### src/rtl/uart_time_cmd_parser.sv
// -----------------------------------------------------------------------------
// uart_time_cmd_parser
//   Parses time-set frames arriving byte by byte from a UART receiver.
//   Frame: 'T' H H M M S S '\n'  (digits ASCII '0'-'9'); '\r' is ignored
//   anywhere. A 'T' at any point restarts the frame. An accepted, in-range
//   frame updates the time outputs together with a one-cycle set_valid pulse.
//   A malformed frame, an out-of-range time or an inter-byte timeout gives a
//   one-cycle err pulse.
//
// Ports
//   clk        in   1  system clock, rising edge
//   reset      in   1  asynchronous reset, active low
//   rx_data    in   8  received byte
//   rx_valid   in   1  rx_data valid this cycle (may be high every cycle)
//   set_hour   out  5  last accepted hour   (0-23)
//   set_min    out  6  last accepted minute (0-59)
//   set_sec    out  6  last accepted second (0-59)
//   set_valid  out  1  one-cycle pulse when the time outputs update
//   err        out  1  one-cycle pulse when a frame is rejected
//   busy       out  1  a frame is in progress
// -----------------------------------------------------------------------------
module uart_time_cmd_parser #(
  parameter int TIMEOUT_CYCLES = 100_000_000
) (
  input  logic       clk,
  input  logic       reset,
  input  logic [7:0] rx_data,
  input  logic       rx_valid,
  output logic [4:0] set_hour,
  output logic [5:0] set_min,
  output logic [5:0] set_sec,
  output logic       set_valid,
  output logic       err,
  output logic       busy
);

  localparam int              TW       = (TIMEOUT_CYCLES > 1) ? $clog2(TIMEOUT_CYCLES) : 1;
  localparam logic [TW-1:0]   TMO_LAST = TW'(TIMEOUT_CYCLES - 1);
  localparam logic [7:0]      CH_T     = 8'h54;
  localparam logic [7:0]      CH_LF    = 8'h0A;
  localparam logic [7:0]      CH_CR    = 8'h0D;

  typedef enum logic [1:0] {IDLE, DIGITS, TERM} state_e;

  state_e          state_q, state_d;
  logic [2:0]      idx_q, idx_d;
  logic [5:0][3:0] dig_q, dig_d;     // H10 H1 M10 M1 S10 S1
  logic [TW-1:0]   tmo_q, tmo_d;
  logic [4:0]      hour_q, hour_d;
  logic [5:0]      min_q, min_d;
  logic [5:0]      sec_q, sec_d;
  logic            set_valid_q, set_valid_d;
  logic            err_q, err_d;

  logic [6:0]      hour7, min7, sec7;
  logic            range_ok;
  logic            is_digit;

  function automatic logic [6:0] compose(input logic [3:0] tens, input logic [3:0] ones);
    return 7'(tens) * 7'd10 + 7'(ones);
  endfunction

  // Values are built at full 7-bit width so e.g. "99" is rejected rather than
  // wrapping into range after truncation.
  assign hour7    = compose(dig_q[0], dig_q[1]);
  assign min7     = compose(dig_q[2], dig_q[3]);
  assign sec7     = compose(dig_q[4], dig_q[5]);
  assign range_ok = (hour7 <= 7'd23) && (min7 <= 7'd59) && (sec7 <= 7'd59);
  assign is_digit = (rx_data >= 8'h30) && (rx_data <= 8'h39);

  // NOTE: every variable driven here gets a default first, so no path can
  // leave one unassigned and infer a latch.
  always_comb begin
    state_d     = state_q;
    idx_d       = idx_q;
    dig_d       = dig_q;
    tmo_d       = tmo_q;
    hour_d      = hour_q;
    min_d       = min_q;
    sec_d       = sec_q;
    set_valid_d = 1'b0;
    err_d       = 1'b0;

    if (rx_valid) begin
      // A received byte always wins over a coincident timeout.
      tmo_d = '0;
      if (rx_data == CH_CR) begin
        // ignored everywhere
      end else if (rx_data == CH_T) begin
        state_d = DIGITS;
        idx_d   = '0;
      end else begin
        unique case (state_q)
          IDLE: ;
          DIGITS: begin
            if (is_digit) begin
              // For '0'-'9' the low nibble equals byte - 0x30.
              dig_d[idx_q] = rx_data[3:0];
              if (idx_q == 3'd5) begin
                state_d = TERM;
                idx_d   = '0;
              end else begin
                idx_d = idx_q + 3'd1;
              end
            end else begin
              err_d   = 1'b1;
              state_d = IDLE;
              idx_d   = '0;
            end
          end
          TERM: begin
            if ((rx_data == CH_LF) && range_ok) begin
              hour_d      = hour7[4:0];
              min_d       = min7[5:0];
              sec_d       = sec7[5:0];
              set_valid_d = 1'b1;
            end else begin
              err_d = 1'b1;
            end
            state_d = IDLE;
            idx_d   = '0;
          end
          default: state_d = IDLE;
        endcase
      end
    end else if (state_q != IDLE) begin
      if (tmo_q == TMO_LAST) begin
        err_d   = 1'b1;
        state_d = IDLE;
        idx_d   = '0;
        tmo_d   = '0;
      end else begin
        tmo_d = tmo_q + TW'(1);
      end
    end
  end

  // NOTE: state registers use non-blocking assignments so every flop samples
  // the pre-edge values regardless of statement order.
  always_ff @(posedge clk or negedge reset) begin
    if (!reset) begin
      state_q     <= IDLE;
      idx_q       <= '0;
      // NOTE: the digit store is only six nibbles, so it is reset along with
      // everything else; it is never read before being rewritten anyway.
      dig_q       <= '0;
      tmo_q       <= '0;
      hour_q      <= '0;
      min_q       <= '0;
      sec_q       <= '0;
      set_valid_q <= 1'b0;
      err_q       <= 1'b0;
    end else begin
      state_q     <= state_d;
      idx_q       <= idx_d;
      dig_q       <= dig_d;
      tmo_q       <= tmo_d;
      hour_q      <= hour_d;
      min_q       <= min_d;
      sec_q       <= sec_d;
      set_valid_q <= set_valid_d;
      err_q       <= err_d;
    end
  end

  assign set_hour  = hour_q;
  assign set_min   = min_q;
  assign set_sec   = sec_q;
  assign set_valid = set_valid_q;
  assign err       = err_q;
  assign busy      = (state_q != IDLE);

endmodule

### config.mk
export PLATFORM = sky130hd
export DESIGN_NAME = uart_time_cmd_parser
export DESIGN_NICKNAME = d
export VERILOG_FILES = /design/src/rtl/uart_time_cmd_parser.sv
export SDC_FILE = /design/constraint.sdc
export NUM_CORES = 1
export LEC_CHECK = 0
export CAP_MARGIN = 0
export CORE_MARGIN = 3
export CORE_UTILIZATION = 35
export CTS_CLUSTER_DIAMETER = 120
export DETAILED_ROUTE_END_ITERATION = 10
export PLACE_DENSITY = 0.61
export REMOVE_ABC_BUFFERS = 1
export SYNTH_ARGS = -nofsm -noshare
export SYNTH_HDL_FRONTEND = slang
export SYNTH_SLANG_ARGS = --single-unit
### constraint.sdc
create_clock -name clk -period 4.8 [get_ports clk]
set_input_delay 0.48 -clock clk [delete_from_list [all_inputs] [get_ports clk]]
set_output_delay 0.48 -clock clk [all_outputs]
set_load 0.01 [all_outputs]
Word level (Yosys, flattened, before mapping)
Cells that the tools add are included.
W data, S select, Z words.
{"block": "word_totals", "output_inout_bits": 20, "wordCells": 90, "in_bits": 11, "regBits": 75}
{"block": "classes", "n_bitwise": 2, "addsub": 5, "mux": 35, "eq_ne": 11, "multipliers": 3, "order_cmp": 7, "n_reduce_logical": 13}
{"operator": "$mux W27", "n": 3}
{"operator": "$add A27 B1 Y27 const B", "n": 1}
{"operator": "$eq A27 B27 Y1 const B", "n": 1}
{"operator": "$bwmux W24", "n": 1}
{"operator": "$add A7 B4 Y7", "n": 3}
{"operator": "$mux W3", "n": 7}
{"operator": "$mul A4 B3 Y6 const B", "n": 3}
{"operator": "$eq A8 B4 Y1 const B", "n": 2}
{"operator": "$reduce_and A5 Y1", "n": 3}
{"operator": "$le A7 B6 Y1 const B", "n": 2}
{"operator": "$mux W2", "n": 7}
{"operator": "$demux W4 S3", "n": 1}
{"operator": "$mux W1", "n": 12}
{"operator": "$eq A8 B7 Y1 const B", "n": 1}
{"operator": "$ge A8 B6 Y1 const B", "n": 1}
{"operator": "$le A8 B6 Y1 const B", "n": 1}
{"operator": "$le A7 B5 Y1 const B", "n": 1}
{"operator": "$pmux W3 S2", "n": 1}
{"operator": "$reduce_bool A2 Y1", "n": 3}
{"operator": "$logic_and A1 B1 Y1", "n": 5}
{"operator": "$ne A5 B5 Y1 const B", "n": 1}
{"operator": "$lt A3 B4 Y1 const B", "n": 1}
{"operator": "$mux W4", "n": 1}
{"operator": "$ne A4 B1 Y1 const B", "n": 1}
{"operator": "12 further kinds", "n": 13}

Logic depth before layout (Yosys ltp)
{"block": "logic_depth", "ltp_word": 11, "mapped_depth": 12, "ltp_nobuf": 10}

Worst setup path after synthesis
No wires, ideal clock.
{"block": "synth_timing", "path_kind": "register to register", "start": "register dig_q[9] (netlist bit)", "end": "register hour_q[0] (netlist: set_hour[0])", "synth_period_minus_slack_ps": 3420, "arrival_ps": 3295, "path_stages_with_launch": 13, "required_time_ps": 4675, "setup_ps": 125, "path_slack_ps": 1380, "path_cell_list": "dfrtp_1 ha_1 ha_1 inv_1 fa_1 nand2b_2 a21oi_2 xnor2_1 or4_1 or4_1 buf_6 buf_12 mux2_4"}
{"block": "synth_via", "elab_chain_cells": 7}
{"element": "from (decl)", "line": "47", "text": "logic [5:0][3:0] dig_q, dig_d;"}
{"element": "from (signal assigned)", "line": "156", "text": "dig_q <= dig_d;"}
{"element": "$mul A4 B3 Y6", "line": "60", "text": "return 7'(tens) * 7'd10 + 7'(ones);"}
{"element": "$add A7 B4 Y7", "line": "60"}
{"element": "$le A7 B6 Y1", "line": "68", "text": "assign range_ok = (hour7 <= 7'd23) && (min7 <= 7'd59) && (sec7 <= 7'd59);"}
{"element": "$logic_and A1 B1 Y1 (2 in series)", "line": "68"}
{"element": "$logic_and A1 B1 Y1", "line": "112", "text": "if ((rx_data == CH_LF) && range_ok) begin"}
{"element": "$reduce_and A5 Y1 (no source line)"}
{"element": "to (signal assigned)", "line": "158", "text": "hour_q <= hour_d;"}
{"element": "to (decl)", "line": "49", "text": "logic [4:0] hour_q, hour_d;"}
No other way between the ends.
A chain may end at the register's enable or synchronous reset.

Worst setup path in the final report
{"block": "layout_timing", "start": "register dig_q[9] (netlist bit)", "end": "register sec_q[5] (netlist: set_sec[5])"}
{"block": "layout_via", "elab_chain_cells": 7}
{"element": "$mul A4 B3 Y6", "line": "60"}
{"element": "$add A7 B4 Y7", "line": "60"}
{"element": "$le A7 B6 Y1", "line": "68"}
{"element": "$logic_and A1 B1 Y1 (2 in series)", "line": "68"}
{"element": "$logic_and A1 B1 Y1", "line": "112"}
{"element": "$reduce_and A5 Y1 (no source line)"}
{"element": "to (signal assigned)", "line": "150", "text": "sec_q <= '0;"}
{"element": "to (signal assigned)", "line": "160", "text": "sec_q <= sec_d;"}
{"element": "to (decl)", "line": "51", "text": "logic [5:0] sec_q, sec_d;"}
No other way between the ends.

==> qor.yml <==
layout_commonest_cell: "dfrtp_1"
wl_um: 8900
rr_worst_depth: 10
drc: 0
setup_violations: 0
layout_common_cells: "dfrtp_1, nor2_1, clkdlybuf4s50_1, nand2_1, mux2_2"
cts-root-buf: "clkbuf_16"
io_buffers: 30
clk_pin_slew_ns: 0.06
synth_top_cell_by_area: "dfrtp_1"
cp.arrival_ns: 4.12
die_w_um: 116
vias: 3000
totalNegativeSetupSlack_ns: 0
grt_overflow_total: 0
nets: 468
synth-seq-cells: 75
gp_congestion: 0.788
avgSynthCellArea_sq_um: 10.7
cts_buffer_depth: 2
wl_per_cell_um: 15.4
die_height_um: 116
cellPowerDensity_mw_per_mm2: 289
netlist_area_sq_mm: 0.00422
cts_tree: "built"
async_reset_ff_share_pct: 100
worstSetupEndpointType: "register"
first_global_vias: 3062
start_util_pct: 36.3
path_class: "register to register"
grt_usage_pct: 14.6
required_ns: 5.02
drive_above_1_share_pct: 14.1
place_ws_ns: 0.920
synthTopCellsByArea: "dfrtp_1, mux2_2, ha_1"
path_max_fanout: 18
drtAntennaViolNets: 0
numCtsBuffers: 9
multi_input_area_sq_mm: 0.00219
yosys.area.top_type_share_pct: 44.5
cap_violations: 0
worst_slack_ns: 0.898
power_mw: 1.44
synthFlopType: "dfrtp_1"
hold_path.class: "primary input to asynchronous set/reset pin"
rsz0062_at_grt: "no"
ir_worst_vdd_uv: 201
fin_util_pct: 42.9
postSynthCellCount: 394
fillerInstances: 1127
core_sq_mm: 0.0116
min_period_ns: 3.90
finalClockSkew_ns: 0.00750
outcome: "complete, no violations"
synth_edf_count: 0
htree_levels: 3
post-route-period-util_pct: 81.3
rows: 39
tightestPinTransition_ns: 1.05
io_pins: 31
grt_antenna_before_repair: 0
seq_area_frac_synth_pct: 44.5
drtIter0Drc: 126
viasPerCell: 5.21
grt_start_max_net_pins: 76
postCtsSetupBuffers: 0
antenna_cells: 0
power_leakage_nw: 2.28
slew_headroom_pct: 30.3
grt_pass1_wl_um: 15400
final_hold_viol_count: 0
syn_to_final_growth_pct: 18.0
seq_area_sq_mm: 0.00188
design.die.area_sq_mm: 0.0134
clk_latency_ns: 0.34
cts-resized-gates: 0
start_kind: "register"
holdBufCountCts: 0
yosysWarningCount: 0
max_freq_ghz: 0.256
dr.pass1.iters: 4
drv_slew: 0
synth_cell_type_count: 53
dp_hpwl_um: 6290
cts.sinks: 75
[critical path, stage by stage, from the launching register on]
cell      delay, ns
dfrtp_1        0.43
ha_1           0.31
ha_1           0.19
inv_1          0.06
fa_1           0.41
nand2b_2       0.20
a21oi_2        0.13
xnor2_1        0.08
or4_1          0.53
or4_1          0.97
mux2_4         0.47
[Yosys cell counts, drive strengths merged, types with 3 or more instances]
| cell type | count |
|---|---|
| a21oi | 10 |
| a31oi | 4 |
| and3 | 6 |
| and4 | 4 |
| buf | 3 |
| clkbuf | 6 |
| dfrtp | 75 |
| fa | 6 |
| ha | 23 |
| inv | 26 |
| mux2 | 34 |
| nand2 | 27 |
| nand3 | 11 |
| nand4 | 10 |
| nand4b | 3 |
| nor2 | 35 |
| nor2b | 6 |
| nor3 | 5 |
| nor4 | 6 |
| nor4b | 5 |
| o21ai | 21 |
| o31ai | 3 |
| xnor2 | 18 |
| xor2 | 17 |
[registers in the layout, summed over array words and instances (netlist names)]
name       flops
idx_q          3
err            1
tmo_q         27
set_hour       5
dig_q         24
set_sec        6
set_min        6
set_valid      1
state_q        2
[metrics by stage]
stage	hold WS (ns)	instances	cell area (sq um)
6_report	0.300	576	4980
5_1_grt	0.387	576	4980
4_1_cts	0.343	576	4980
3_5_place_dp	0.486	560	4650
3_3_place_gp	0.471	560	4650
2_1_floorplan	0.184	385	4160
[cell families (layout without fill, tap and decap cells)]
group	after synthesis	in the layout	share of synthesized area, %
DFF	75	75	44.5
muxes	36	36	10.2
AOI/OAI and AO/OA	49	49	7.14
and+or+nand+nor	135	135	17.4
adders and majority gates	29	29	9.67
buffers and inverters	35	74	3.71
xor gates and xnor gates	35	35	7.44
[worst paths after layout]
path,startpoint,to,slack (ns)
setup / recovery,dig_q[9]$_DFFE_PN0P_,set_sec[5]$_DFFE_PN0P_,0.90
hold / removal,reset,set_valid$_DFF_PN0_,0.30
setup reg to reg,dig_q[9]$_DFFE_PN0P_,set_sec[5]$_DFFE_PN0P_,0.90
hold reg to reg,tmo_q[22]$_DFFE_PN0P_,tmo_q[22]$_DFFE_PN0P_,0.49
max in group asynchronous,reset,set_sec[2]$_DFFE_PN0P_,3.89
min in group clk,tmo_q[22]$_DFFE_PN0P_,tmo_q[22]$_DFFE_PN0P_,0.49
[per-layer routing]
layer	global-route usage [%]	wire length [um]
met4	5.03	124
met3	3.66	375
met2	23.0	4220
met1	19.8	4180
met5	0	0
[cell type report]
type / count / share of cell area (%)
sequential: 75 / 37.7
timing repair buffer: 32 / 6.28
clock inverter: 6 / 1.76
clock buffer: 10 / 4.80
tap: 143 / 3.59
multi-input combinational: 284 / 43.9
inverter: 26 / 1.96
[power breakdown]
group / switching, mW / total, mW / internal (mW)
Combinational: 0.0424 / 0.0637 / 0.0213
Clock: 0.266 / 0.736 / 0.470
Sequential: 0.00345 / 0.639 / 0.636
No activity file was read; power rests on OpenSTA's default activity.
